<file path="src/rtl/ps2_scancode_decoder.sv">
// PS/2 frame decoder. Validates 11-bit frames, folds E0/F0 prefixes into key
// events and queues them in a small FIFO. Runs on the system clock.
module ps2_scancode_decoder #(
    parameter int FIFO_DEPTH = 4
) (
    input  logic        Clock,
    input  logic        Reset,
    input  logic [10:0] iKey_Data_In,
    input  logic        iData_Ready,
    output logic        oData_Received,
    output logic [9:0]  oEvent_Data,
    output logic        oEvent_Valid,
    input  logic        iEvent_Read,
    output logic        oOverflow,
    output logic [7:0]  oError_Count
);

    localparam int PTR_W = (FIFO_DEPTH > 1) ? $clog2(FIFO_DEPTH) : 1;
    localparam logic [PTR_W:0]   DEPTH_CNT = (PTR_W+1)'(FIFO_DEPTH);
    localparam logic [PTR_W:0]   CNT_ONE   = (PTR_W+1)'(1);
    localparam logic [PTR_W-1:0] PTR_ONE   = PTR_W'(1);

    typedef enum logic [1:0] {
        IDLE,
        CHECK,
        ACK
    } state_t;

    state_t state_q, state_d;

    logic             rdy_meta, rdy_s;
    logic [10:0]      frame_q;
    logic             ext_q, brk_q;
    logic [7:0]       err_q;
    logic             ovf_q;

    logic [9:0]       mem [FIFO_DEPTH];
    logic [PTR_W-1:0] wr_ptr, rd_ptr;
    logic [PTR_W:0]   count;

    logic       capture, push_req, set_ext, set_brk, clr_flags, err_inc;
    logic       frame_ok, fifo_full, fifo_empty, pop, push, drop;
    logic [7:0] code;

    assign code       = frame_q[8:1];
    assign frame_ok   = ~frame_q[0] & frame_q[10] & (^frame_q[9:1]);
    assign fifo_full  = (count == DEPTH_CNT);
    assign fifo_empty = (count == '0);
    assign pop        = iEvent_Read & ~fifo_empty;
    // A simultaneous pop frees the slot, so a push into a full FIFO still lands.
    assign push       = push_req & (~fifo_full | pop);
    assign drop       = push_req & fifo_full & ~pop;

    always_ff @(posedge Clock) begin
        if (Reset) begin
            rdy_meta <= 1'b0;
            rdy_s    <= 1'b0;
            state_q  <= IDLE;
        end else begin
            rdy_meta <= iData_Ready;
            rdy_s    <= rdy_meta;
            state_q  <= state_d;
        end
    end

    always_comb begin
        state_d   = state_q;
        capture   = 1'b0;
        push_req  = 1'b0;
        set_ext   = 1'b0;
        set_brk   = 1'b0;
        clr_flags = 1'b0;
        err_inc   = 1'b0;
        case (state_q)
            IDLE: begin
                if (rdy_s) begin
                    capture = 1'b1;
                    state_d = CHECK;
                end
            end
            CHECK: begin
                state_d = ACK;
                if (!frame_ok) begin
                    err_inc   = 1'b1;
                    clr_flags = 1'b1;
                end else if (code == 8'hE0) begin
                    set_ext = 1'b1;
                end else if (code == 8'hF0) begin
                    set_brk = 1'b1;
                end else begin
                    push_req  = 1'b1;
                    clr_flags = 1'b1;
                end
            end
            ACK: begin
                if (!rdy_s) state_d = IDLE;
            end
            default: state_d = IDLE;
        endcase
    end

    always_ff @(posedge Clock) begin
        if (Reset) begin
            frame_q <= '0;
            ext_q   <= 1'b0;
            brk_q   <= 1'b0;
            err_q   <= '0;
            ovf_q   <= 1'b0;
        end else begin
            if (capture) frame_q <= iKey_Data_In;
            if (clr_flags) begin
                ext_q <= 1'b0;
                brk_q <= 1'b0;
            end else begin
                if (set_ext) ext_q <= 1'b1;
                if (set_brk) brk_q <= 1'b1;
            end
            if (err_inc && err_q != 8'hFF) err_q <= err_q + 8'd1;
            if (drop) ovf_q <= 1'b1;
        end
    end

    always_ff @(posedge Clock) begin
        if (push) mem[wr_ptr] <= {brk_q, ext_q, code};
    end

    always_ff @(posedge Clock) begin
        if (Reset) begin
            wr_ptr <= '0;
            rd_ptr <= '0;
            count  <= '0;
        end else begin
            if (push) wr_ptr <= wr_ptr + PTR_ONE;
            if (pop)  rd_ptr <= rd_ptr + PTR_ONE;
            case ({push, pop})
                2'b10:   count <= count + CNT_ONE;
                2'b01:   count <= count - CNT_ONE;
                default: ;
            endcase
        end
    end

    assign oData_Received = (state_q == ACK);
    assign oEvent_Valid   = ~fifo_empty;
    assign oEvent_Data    = fifo_empty ? '0 : mem[rd_ptr];
    assign oOverflow      = ovf_q;
    assign oError_Count   = err_q;

endmodule

</file>
<file path="config.mk">
export PLATFORM = sky130hd
export DESIGN_NAME = ps2_scancode_decoder
export DESIGN_NICKNAME = d
export VERILOG_FILES = /design/src/rtl/ps2_scancode_decoder.sv
export SDC_FILE = /design/constraint.sdc
export NUM_CORES = 1
export LEC_CHECK = 0
export CAP_MARGIN = 0
export CORE_UTILIZATION = 54
export CTS_CLUSTER_DIAMETER = 60
export DETAILED_ROUTE_END_ITERATION = 16
export MAX_ROUTING_LAYER = met4
export PLACE_DENSITY_LB_ADDON = 0.3
export SLEW_MARGIN = 25
export SYNTH_ARGS = -nofsm -noshare
export SYNTH_HDL_FRONTEND = slang
export SYNTH_SLANG_ARGS = --single-unit
</file>
<file path="constraint.sdc">
create_clock -name Clock -period 6.05 [get_ports Clock]
set_clock_uncertainty 0.05 [all_clocks]
set_input_delay 1.21 -clock Clock [delete_from_list [all_inputs] [get_ports Clock]]
set_output_delay 1.21 -clock Clock [all_outputs]
set_load 0.02 [all_outputs]
</file>
==> impl_results.md <==
* # IOs at 36
* Most area-hungry cell type in the Yosys netlist: edfxtp_1
* Register-to-Register Path Depth at 10
* Pwr dens at 350 nW/um^2
* Die W at 78.6 microns
* R2R Setup Slk at 2.80 ns
* Top post-synthesis cells by area: edfxtp_1, dfxtp_1, mux4_2
* DR WL met2 at 2890 microns
* DR top layer: met4
* Slew @ Worst Pin at 0.798 ns
* H-tree level count at 3
* Final setup fails at 0
* Filler cells at 413
* Drt via density at 5.37
* RSZ-0062 raised after global routing: false
* DP HPWL at 3740 microns
* DR pass1 iterations at 4
* Worst path required time at 4.79 ns
* Max-slew violations at 0
* TritonCTS sink count at 75
* Worst-skew pair later-pin latency at 0.35 ns
* Total CTS buffers at 9
* # Post-CTS Setup Buffers at 0
* Number of max-cap violations at 0
* Status: finished clean
* Gate power share at 0.235
* Main synth FF type: edfxtp_1
* Ys async rst share at 0
* Overflow after GRT at 0
* Critical path type: register to output port
* Number of synthesized flops with an enable pin at 40
* CTS Buffer Depth at 2
* Final Cycle Share at 0.602
* Sequential element share of the synthesized area at 0.601
* N_diodes at 0
* DRC at 0
* Drt total wl at 5650 microns
* #FFs+latches synth at 75
* Minimum clock period at 3.64 ns
* Largest net degree at the start of global routing at 39
* Count leader, synth: edfxtp_1
* Final Hold Fails at 0
* CTS root buffer: clkbuf_8
* Synthesized net count at 277
* Max-slew headroom at 0.461
* Mapped Area at 3170 sq um
* Reg power frac at 0.440
* Post-synthesis cell type count at 40
* Clk pin slew, worst setup/hold paths at 0.07 ns
* Routed Antenna Nets at 0
* Post-cts gate resize count at 0
* Setup TNS at 0 ns
* Final #Nets at 314
* First-pass GRT wire length at 9050 microns
* Sw Share at 0.274
* Share of cells above drive strength 1 at 0.109
* Min-delay src: rdy_meta
* FP Rows at 27
* Peak supply drop at 211 uV
* Critical path arrival at 2.38 ns
* # hold bufs at CTS at 0
* Layout area overhead at 19.8%
* Initial antenna violation count at 0
* Die ar. at 6170 sq um
* Routed wire length per instance at 15.5 microns
* Hold EP: rdy_s
* Mean Syn Cell Area at 12.6 sq um
* Switch Pwr at 364 uW
* Post-synth top area share at 0.379
* Hold crit path type: register to register
* Achievable frequency at 0.275 GHz
* Most common library cells after synthesis: edfxtp_1, dfxtp_1, nand2_1, nor2_1, a21oi_1
* Via count at 1960
* Clock power frac at 0.326
* Vias in the first global route at 1915
* Drt initial violations at 94
* Final GP Congestion at 0.742
* Initial Utilization at 0.568
* Yosys warnings at 0
* CTS tree: yes
* Core area at 5570 sq um
* Startpoint Class: register
* Die Ht at 78.6 microns
* Total power at 1.33 mW
* Worst Hold Depth at 1
* GRT Overall Usage at 0.209
* CP endpoint kind: output port
* Leakage power at 1.29 nW
* Int Pwr at 963 uW
* CP Max Fanout at 10
* Post-synthesis cell count at 251
* Worst flop-to-flop path endpoint: count[2]
* M1 WL at 2490 microns
* Port Buffers at 35
* Wire length on met3 at 216 microns
* Fin util at 0.681
* Critical R2R Launch: frame_q[5]
worst max-delay path, stage by stage, from the launching register on:
cell and delay, ns:
dfxtp_1 0.74, mux4_2 0.60, and2_1 0.17, clkdlybuf4s50_1 0.52
worst max-delay path by stage:
stage | endpoint | startpoint | depth (start not counted) | slack [ns]
final | oEvent_Data[8] | register | 3 | 2.41
after global routing | oEvent_Data[5] | register | 3 | 2.24
after CTS | oEvent_Data[5] | register | 3 | 2.32
after detailed placement | count[2] | iEvent_Read | 8 | 2.45
after global placement | count[2] | iEvent_Read | 8 | 2.52
after floorplan | count[2] | frame_q[5] | 10 | 3.04
power by group through the flow:
stage | clock (mW) | combinational (mW) | sequential, mW
floorplan | 0 | 0.225 | 0.572
global placement | 0 | 0.312 | 0.596
detailed placement | 0 | 0.315 | 0.597
CTS | 0.440 | 0.316 | 0.585
global route | 0.462 | 0.335 | 0.589
finish | 0.432 | 0.311 | 0.583
layout by cell type, fill, tap and decap left out, types with 2 or more instances in the layout:
cell type and instances:
edfxtp_1 40, dfxtp_1 35, clkdlybuf4s50_1 35, nand2_1 29
nor2_1 21, a21oi_1 17, and2_1 16, inv_1 11
mux4_2 10, ha_1 10, clkbuf_8 10, nor2b_1 6
or3_1 4, xor2_1 4, nand3_1 4, mux2_1 4
o21ai_0 3, nand2b_1 2, nor4b_1 2, mux2i_1 2
xnor2_1 2, a211oi_1 2, a31oi_1 2, bufinv_16 2
area by class of cell:
cell class	instances	area [sq um]	share of cell area
sequential	75	1900	0.501
multi-input combinational	155	1180	0.310
timing repair buffer	36	358	0.0943
clock buffer	11	141	0.0373
tap	72	90.1	0.0237
clock inverter	5	85.1	0.0224
inverter	11	41.3	0.0109
kinds of logic (layout without fill, tap and decap cells):
family	Yosys count	after routing	share of synthesized area
AO/OA/AOI/OAI	32	32	0.0644
XOR/XNOR	8	8	0.0292
flip-flops	75	75	0.601
AND/OR/NAND/NOR	88	88	0.141
adder cells (fa/ha/maj)	11	11	0.0458
multiplexers	16	16	0.0917
buffers and inverters	21	63	0.0277
state kept, by name, summed over array words and instances (netlist names), named ones only:
name / cells
rdy_meta: 1
brk_q: 1
wr_ptr: 2
frame_q: 11
rd_ptr: 2
ext_q: 1
mem: 40
count: 3
oOverflow: 1
oError_Count: 8
state_q: 2
rdy_s: 1
stage by stage:
stage                     cell area (sq um)  hold WS (ns)  cells  setup slack, ns
after floorplan                        3170         0.364    251             3.04
after global placement                 3570         0.374    349             2.52
after detailed placement               3570         0.372    349             2.45
after CTS                              3790         0.390    365             2.32
after global routing                   3790         0.405    365             2.24
final                                  3790         0.387    365             2.41
metal layers:
metal,global-route usage,up-vias
li1,-,964
met4,0.0722,0
met1,0.236,950
met5,-,-
met3,0.0733,6
met2,0.343,40
Power figures use the tool's default switching activity.
